**src/rtl/hazard_ctrl_unit.sv**
```systemverilog
// Hazard/forwarding controller for a 5-stage RV32 pipeline: load-use, multi-cycle MDU and taken-branch control.
// Defining HAZARD_PERF_EN builds the stall_cycles / flush_events counters; otherwise those ports read 0.
module hazard_ctrl_unit #(
   parameter int LOAD_LAT = 1,
   parameter int MDU_LAT  = 4,
   parameter int CNT_W    = 32
) (
   input  logic             clk,
   input  logic             rst,
   input  logic [31:0]      instr_E,
   input  logic [31:0]      instr_M,
   input  logic [31:0]      instr_W,
   input  logic             reg_wr_en_M,
   input  logic             reg_wr_en_W,
   input  logic             is_taken,
   output logic [1:0]       forward_opA,
   output logic [1:0]       forward_opB,
   output logic             pc_enable,
   output logic             IF_ID_enable,
   output logic             ID_EX_enable,
   output logic             EX_ME_enable,
   output logic             ME_WB_enable,
   output logic             IF_ID_flush,
   output logic             ID_EX_flush,
   output logic             EX_ME_flush,
   output logic             ME_WB_flush,
   output logic             mdu_start,
   output logic [CNT_W-1:0] stall_cycles,
   output logic [CNT_W-1:0] flush_events
);
   localparam logic [6:0] OP_LUI    = 7'b0110111;
   localparam logic [6:0] OP_AUIPC  = 7'b0010111;
   localparam logic [6:0] OP_JAL    = 7'b1101111;
   localparam logic [6:0] OP_JALR   = 7'b1100111;
   localparam logic [6:0] OP_BRANCH = 7'b1100011;
   localparam logic [6:0] OP_LOAD   = 7'b0000011;
   localparam logic [6:0] OP_STORE  = 7'b0100011;
   localparam logic [6:0] OP_OP     = 7'b0110011;
   localparam logic [3:0] LD_INIT   = (LOAD_LAT > 1) ? 4'(LOAD_LAT - 2) : 4'd0;
   localparam logic [3:0] MDU_INIT  = (MDU_LAT > 1) ? 4'(MDU_LAT - 2) : 4'd0;

   typedef enum logic [1:0] {RUN, LD_HOLD, LD_REL, MDU_BUSY} state_t;

   state_t     state, state_n;
   logic [3:0] cnt, cnt_n;
   logic [6:0] op_E, op_M;
   logic [4:0] rs1_E, rs2_E, rd_M, rd_W;
   logic       uses_rs1, uses_rs2, load_use, mdu_op, branch;
   logic       do_hold, do_rel, do_br;
   logic       unused_bits;

   assign op_E  = instr_E[6:0];
   assign op_M  = instr_M[6:0];
   assign rs1_E = instr_E[19:15];
   assign rs2_E = instr_E[24:20];
   assign rd_M  = instr_M[11:7];
   assign rd_W  = instr_W[11:7];
   assign unused_bits = ^{instr_E[14:7], instr_M[31:12], instr_W[31:12], instr_W[6:0]};

   // U/J-type immediates overlap the rs fields, so only real register reads may stall
   assign uses_rs1 = !((op_E == OP_LUI) || (op_E == OP_AUIPC) || (op_E == OP_JAL));
   assign uses_rs2 = (op_E == OP_OP) || (op_E == OP_STORE) || (op_E == OP_BRANCH);

   assign load_use = (op_M == OP_LOAD) && reg_wr_en_M && (rd_M != 5'd0) &&
                     ((uses_rs1 && (rd_M == rs1_E)) || (uses_rs2 && (rd_M == rs2_E)));
   assign mdu_op   = (op_E == OP_OP) && (instr_E[31:25] == 7'b0000001) && (MDU_LAT > 1);
   assign branch   = is_taken && ((op_E == OP_BRANCH) || (op_E == OP_JAL) || (op_E == OP_JALR));

   always_comb begin
      forward_opA = 2'b00;
      forward_opB = 2'b00;
      if (!rst) begin
         if (reg_wr_en_M && (rd_M != 5'd0) && (rd_M == rs1_E))      forward_opA = 2'b01;
         else if (reg_wr_en_W && (rd_W != 5'd0) && (rd_W == rs1_E)) forward_opA = 2'b10;
         if (reg_wr_en_M && (rd_M != 5'd0) && (rd_M == rs2_E))      forward_opB = 2'b01;
         else if (reg_wr_en_W && (rd_W != 5'd0) && (rd_W == rs2_E)) forward_opB = 2'b10;
      end
   end

   always_ff @(posedge clk or posedge rst) begin
      if (rst) begin
         state <= RUN;
         cnt   <= 4'd0;
      end else begin
         state <= state_n;
         cnt   <= cnt_n;
      end
   end

   // do_rel covers both the load release and the MDU hold: identical output pattern
   always_comb begin
      state_n   = state;
      cnt_n     = cnt;
      do_hold   = 1'b0;
      do_rel    = 1'b0;
      do_br     = 1'b0;
      mdu_start = 1'b0;
      case (state)
         RUN: begin
            if (load_use) begin
               if (LOAD_LAT == 1) begin
                  do_rel = 1'b1;
               end else begin
                  do_hold = 1'b1;
                  cnt_n   = LD_INIT;
                  state_n = (LD_INIT != 4'd0) ? LD_HOLD : LD_REL;
               end
            end else if (mdu_op) begin
               do_rel    = 1'b1;
               mdu_start = 1'b1;
               cnt_n     = MDU_INIT;
               state_n   = MDU_BUSY;
            end else if (branch) begin
               do_br = 1'b1;
            end
         end
         LD_HOLD: begin
            do_hold = 1'b1;
            cnt_n   = cnt - 4'd1;
            if (cnt <= 4'd1) state_n = LD_REL;
         end
         LD_REL: begin
            do_rel  = 1'b1;
            cnt_n   = 4'd0;
            state_n = RUN;
         end
         MDU_BUSY: begin
            if (cnt == 4'd0) begin
               state_n = RUN;
            end else begin
               do_rel = 1'b1;
               cnt_n  = cnt - 4'd1;
            end
         end
         default: begin
            state_n = RUN;
            cnt_n   = 4'd0;
         end
      endcase
      if (rst) begin
         do_hold   = 1'b0;
         do_rel    = 1'b0;
         do_br     = 1'b0;
         mdu_start = 1'b0;
      end
   end

   assign pc_enable    = !(do_hold || do_rel);
   assign IF_ID_enable = !(do_hold || do_rel);
   assign ID_EX_enable = !(do_hold || do_rel || do_br);
   assign EX_ME_enable = !do_hold;
   assign ME_WB_enable = 1'b1;
   assign IF_ID_flush  = do_br;
   assign ID_EX_flush  = do_br;
   assign EX_ME_flush  = do_rel;
   assign ME_WB_flush  = do_hold;

`ifdef HAZARD_PERF_EN
   logic [CNT_W-1:0] stall_q, flush_q;

   always_ff @(posedge clk or posedge rst) begin
      if (rst) begin
         stall_q <= '0;
         flush_q <= '0;
      end else begin
         if (!pc_enable) stall_q <= stall_q + CNT_W'(1);
         if (do_br)      flush_q <= flush_q + CNT_W'(1);
      end
   end

   assign stall_cycles = stall_q;
   assign flush_events = flush_q;
`else
   assign stall_cycles = '0;
   assign flush_events = '0;
`endif
endmodule

```
**config.mk**
```make
export PLATFORM = sky130hd
export DESIGN_NAME = hazard_ctrl_unit
export DESIGN_NICKNAME = d
export VERILOG_FILES = /design/src/rtl/hazard_ctrl_unit.sv
export SDC_FILE = /design/constraint.sdc
export NUM_CORES = 1
export LEC_CHECK = 0
export ABC_AREA = 1
export BUFFER_PORTS_ARGS = -buffer_cell sky130_fd_sc_hd__buf_2
export CORE_AREA = 2 2 69 71
export CTS_CLUSTER_DIAMETER = 120
export DETAILED_ROUTE_END_ITERATION = 16
export DIE_AREA = 0 0 71 73
export GPL_TIMING_DRIVEN = 0
export MAX_ROUTING_LAYER = met4
export PLACE_DENSITY = 0.93
export SYNTH_ARGS = -nofsm -noshare
export SYNTH_HDL_FRONTEND = slang
export SYNTH_SLANG_ARGS = --single-unit
export TNS_END_PERCENT = 100
```
**constraint.sdc**
```tcl
create_clock -name clk -period 3.77 [get_ports clk]
set_clock_uncertainty 0.1 [all_clocks]
set_input_delay 0.754 -clock clk [delete_from_list [all_inputs] [get_ports clk]]
set_output_delay 0.754 -clock clk [all_outputs]
set_load 0.03 [all_outputs]
```
==> out/results.ini <==
[run_status]
outcome = finished, final reports clean

[synthesis]
synth_compound_area_share_pct = 7.81
synth_mux_area_share_pct = 0
async_reset_ff_share_pct = 100
yosysWarnings = 0
syn_area_per_cell_sq_um = 6.19
synth-simple-area-share_pct = 30.7
synth_edf_count = 0
synth_top_family_by_area = buffers and inverters
synth_cell_types = 30
ys_ff_latch = 6
syn_area_sq_um = 1470
synthCells = 238
synth_fa_ha_area_share_pct = 1.70
synthXorXnorAreaFrac_pct = 6.54
synth_flop_cell = dfrtp_1
synth-seq-area-share_pct = 10.2

[clock_network]
clock-root-buffer = clkbuf_8
cts_max_path_buffers = 2
cts.sinks = 6
cts_tree = built
cts_hold_buf = 0
cts_resized = 0
numCtsBuffers = 3
clk_pin_slew_worst_paths_ps = 40
h-tree-depth = 1
cts_setup_buffers = 0
clock_latency_ps = 230

[placement]
place_congestion = 0.852
post-place-ws_ps = 759
placed_cells = 412
port_buffers = 57
dp_hpwl_um = 3070

[worst_setup_path]
worstPathMaxFanout = 4
reg2reg_from = cnt[0]
rr_endpoint = cnt[1]
critPathRequiredTime_ps = 2920
reg2reg_slack_ps = 2240
cp.arrival_ps = 2120
r2r.worst_path.cells = 8
crit_type = input port to primary output
end_kind = primary output
start_kind = input port

[global_routing]
gr-total-overflow = 0
grt_max_degree = 9
grtUsageTotal_pct = 12.8
grt_pass1_vias = 1309
grt_pass1_wl_um = 5230
antenna_found_initial = 0

[final_layout]
fill_cells = 458
fin_nets = 466
register_area_sq_um = 150
syn_to_final_growth_pct = 42.8
fin_cells = 415
final_core_util_pct = 46.4
layout_commonest_cell = buf_4
insertedDiodeCount = 0
layout_common_cells = buf_4 (67), conb_1 (65), buf_2 (57)
drive_gt1_share_pct = 38.0
multi_input_area_sq_um = 933

[drt]
vias_per_cell = 3.87
dr.pass1.iters = 4
wl_per_cell_um = 8.11
routed_wl_um = 3370
drc = 0
drtIter0Drc = 91
detail-route-antenna-nets = 0
route.vias.total = 1605

[sta]
setup_ws_ps = 792
hold_violations = 0
drv_slew = 0
rsz0062_at_grt = false
period_needed_ps = 2980
max_freq_mhz = 336
setup_violations = 0
period_share_pct = 79.0
finalSetupTns_ps = 0
whs_ps = 447

[floorplan]
ios = 179
dieHeight_um = 73
coreArea_sq_um = 4540
die_area_sq_um = 5180
start_util_pct = 32.5
die_w_um = 71
rows = 25

[power]
ir_drop_uv = 82.4
power.density_nw_per_um2 = 186
leakage_nw = 1.33

[run]
maxCapViolCount = 0

[min_path]
hold_depth = 2
hold_path.class = register to register
min_from = cnt[0]
hold_end = cnt[0]

where the power goes:
| part | switching [mW] | total [mW] | leakage, nW | internal, mW |
|---|---|---|---|---|
| combinational | 0.140 | 0.223 | 1.23 | 0.0829 |
| sequential | 0.000982 | 0.0668 | 0.0836 | 0.0658 |
| clock | 0.0320 | 0.101 | 0.0216 | 0.0690 |
| total | 0.173 | 0.391 | 1.33 | 0.218 |
worst max-delay path by stage:
stage,slack [ps],to,cells past startpoint,start
6_report,790,pc_enable,12,instr_M[9]
5_1_grt,570,pc_enable,12,instr_M[9]
4_1_cts,750,pc_enable,12,instr_M[9]
3_5_place_dp,760,pc_enable,12,instr_M[9]
3_3_place_gp,780,pc_enable,12,instr_M[9]
2_1_floorplan,330,pc_enable,6,rst
synth_stat cells, drive strengths merged (2+ instances only):
cell type,count,share of area [%]
o22ai,2,0.85
xnor2,4,2.4
o21ai,6,2.3
nand4,4,1.7
nor2,24,6.6
a21oi,7,2.4
inv,32,8.1
nand3,14,5.1
conb,2,0.51
xor2,7,4.2
nor3,9,3.4
nand3b,2,1.0
dfrtp,6,10
ha,2,1.7
nand2,41,11
buf,67,34
flip-flops by register name, indices dropped and copies added (netlist names):
| signal | cells |
|---|---|
| cnt | 4 |
| state | 2 |
layout make-up:
| class | instances | share of cell area [%] |
|---|---|---|
| plain buffers | 68 | 24.1 |
| clock buffers | 3 | 1.96 |
| inverters | 32 | 5.71 |
| multi-input cells | 195 | 44.4 |
| flip-flops and latches | 6 | 7.13 |
| well taps | 54 | 3.21 |
| repair buffers | 57 | 13.6 |
critical path: stages:
cell	delay, ps
buf_2	120
nor3_1	220
nand3_1	130
nand2_1	150
nor2_1	50
nand2_1	110
nand3_1	80
nand2_1	100
nand2_2	60
inv_1	60
buf_4	90
buf_2	180
layer usage:
metal	global-route usage [%]	part of all wire, %	wire length, um
met1	13.1	38	1270
met2	24.6	51	1700
met3	2.21	10	345
met5	-	0	0
met4	4.40	1.5	49
cell families (layout without fill, tap and decap cells):
group,Yosys count,in the layout
buffers and inverters,100,160
AOI/OAI and AO/OA,19,19
adders and majority gates,2,2
and+or+nand+nor,98,98
other,2,65
DFF,6,6
xor gates and xnor gates,11,11
through the flow:
stage | total power [mW] | instance area [sq um]
after detailed placement | 0.287 | 2060
after floorplan | 0.248 | 1710
after global routing | 0.417 | 2100
after global placement | 0.284 | 2060
after CTS | 0.392 | 2100
final | 0.391 | 2100
Note: power is estimated with default switching activity, not from simulation.
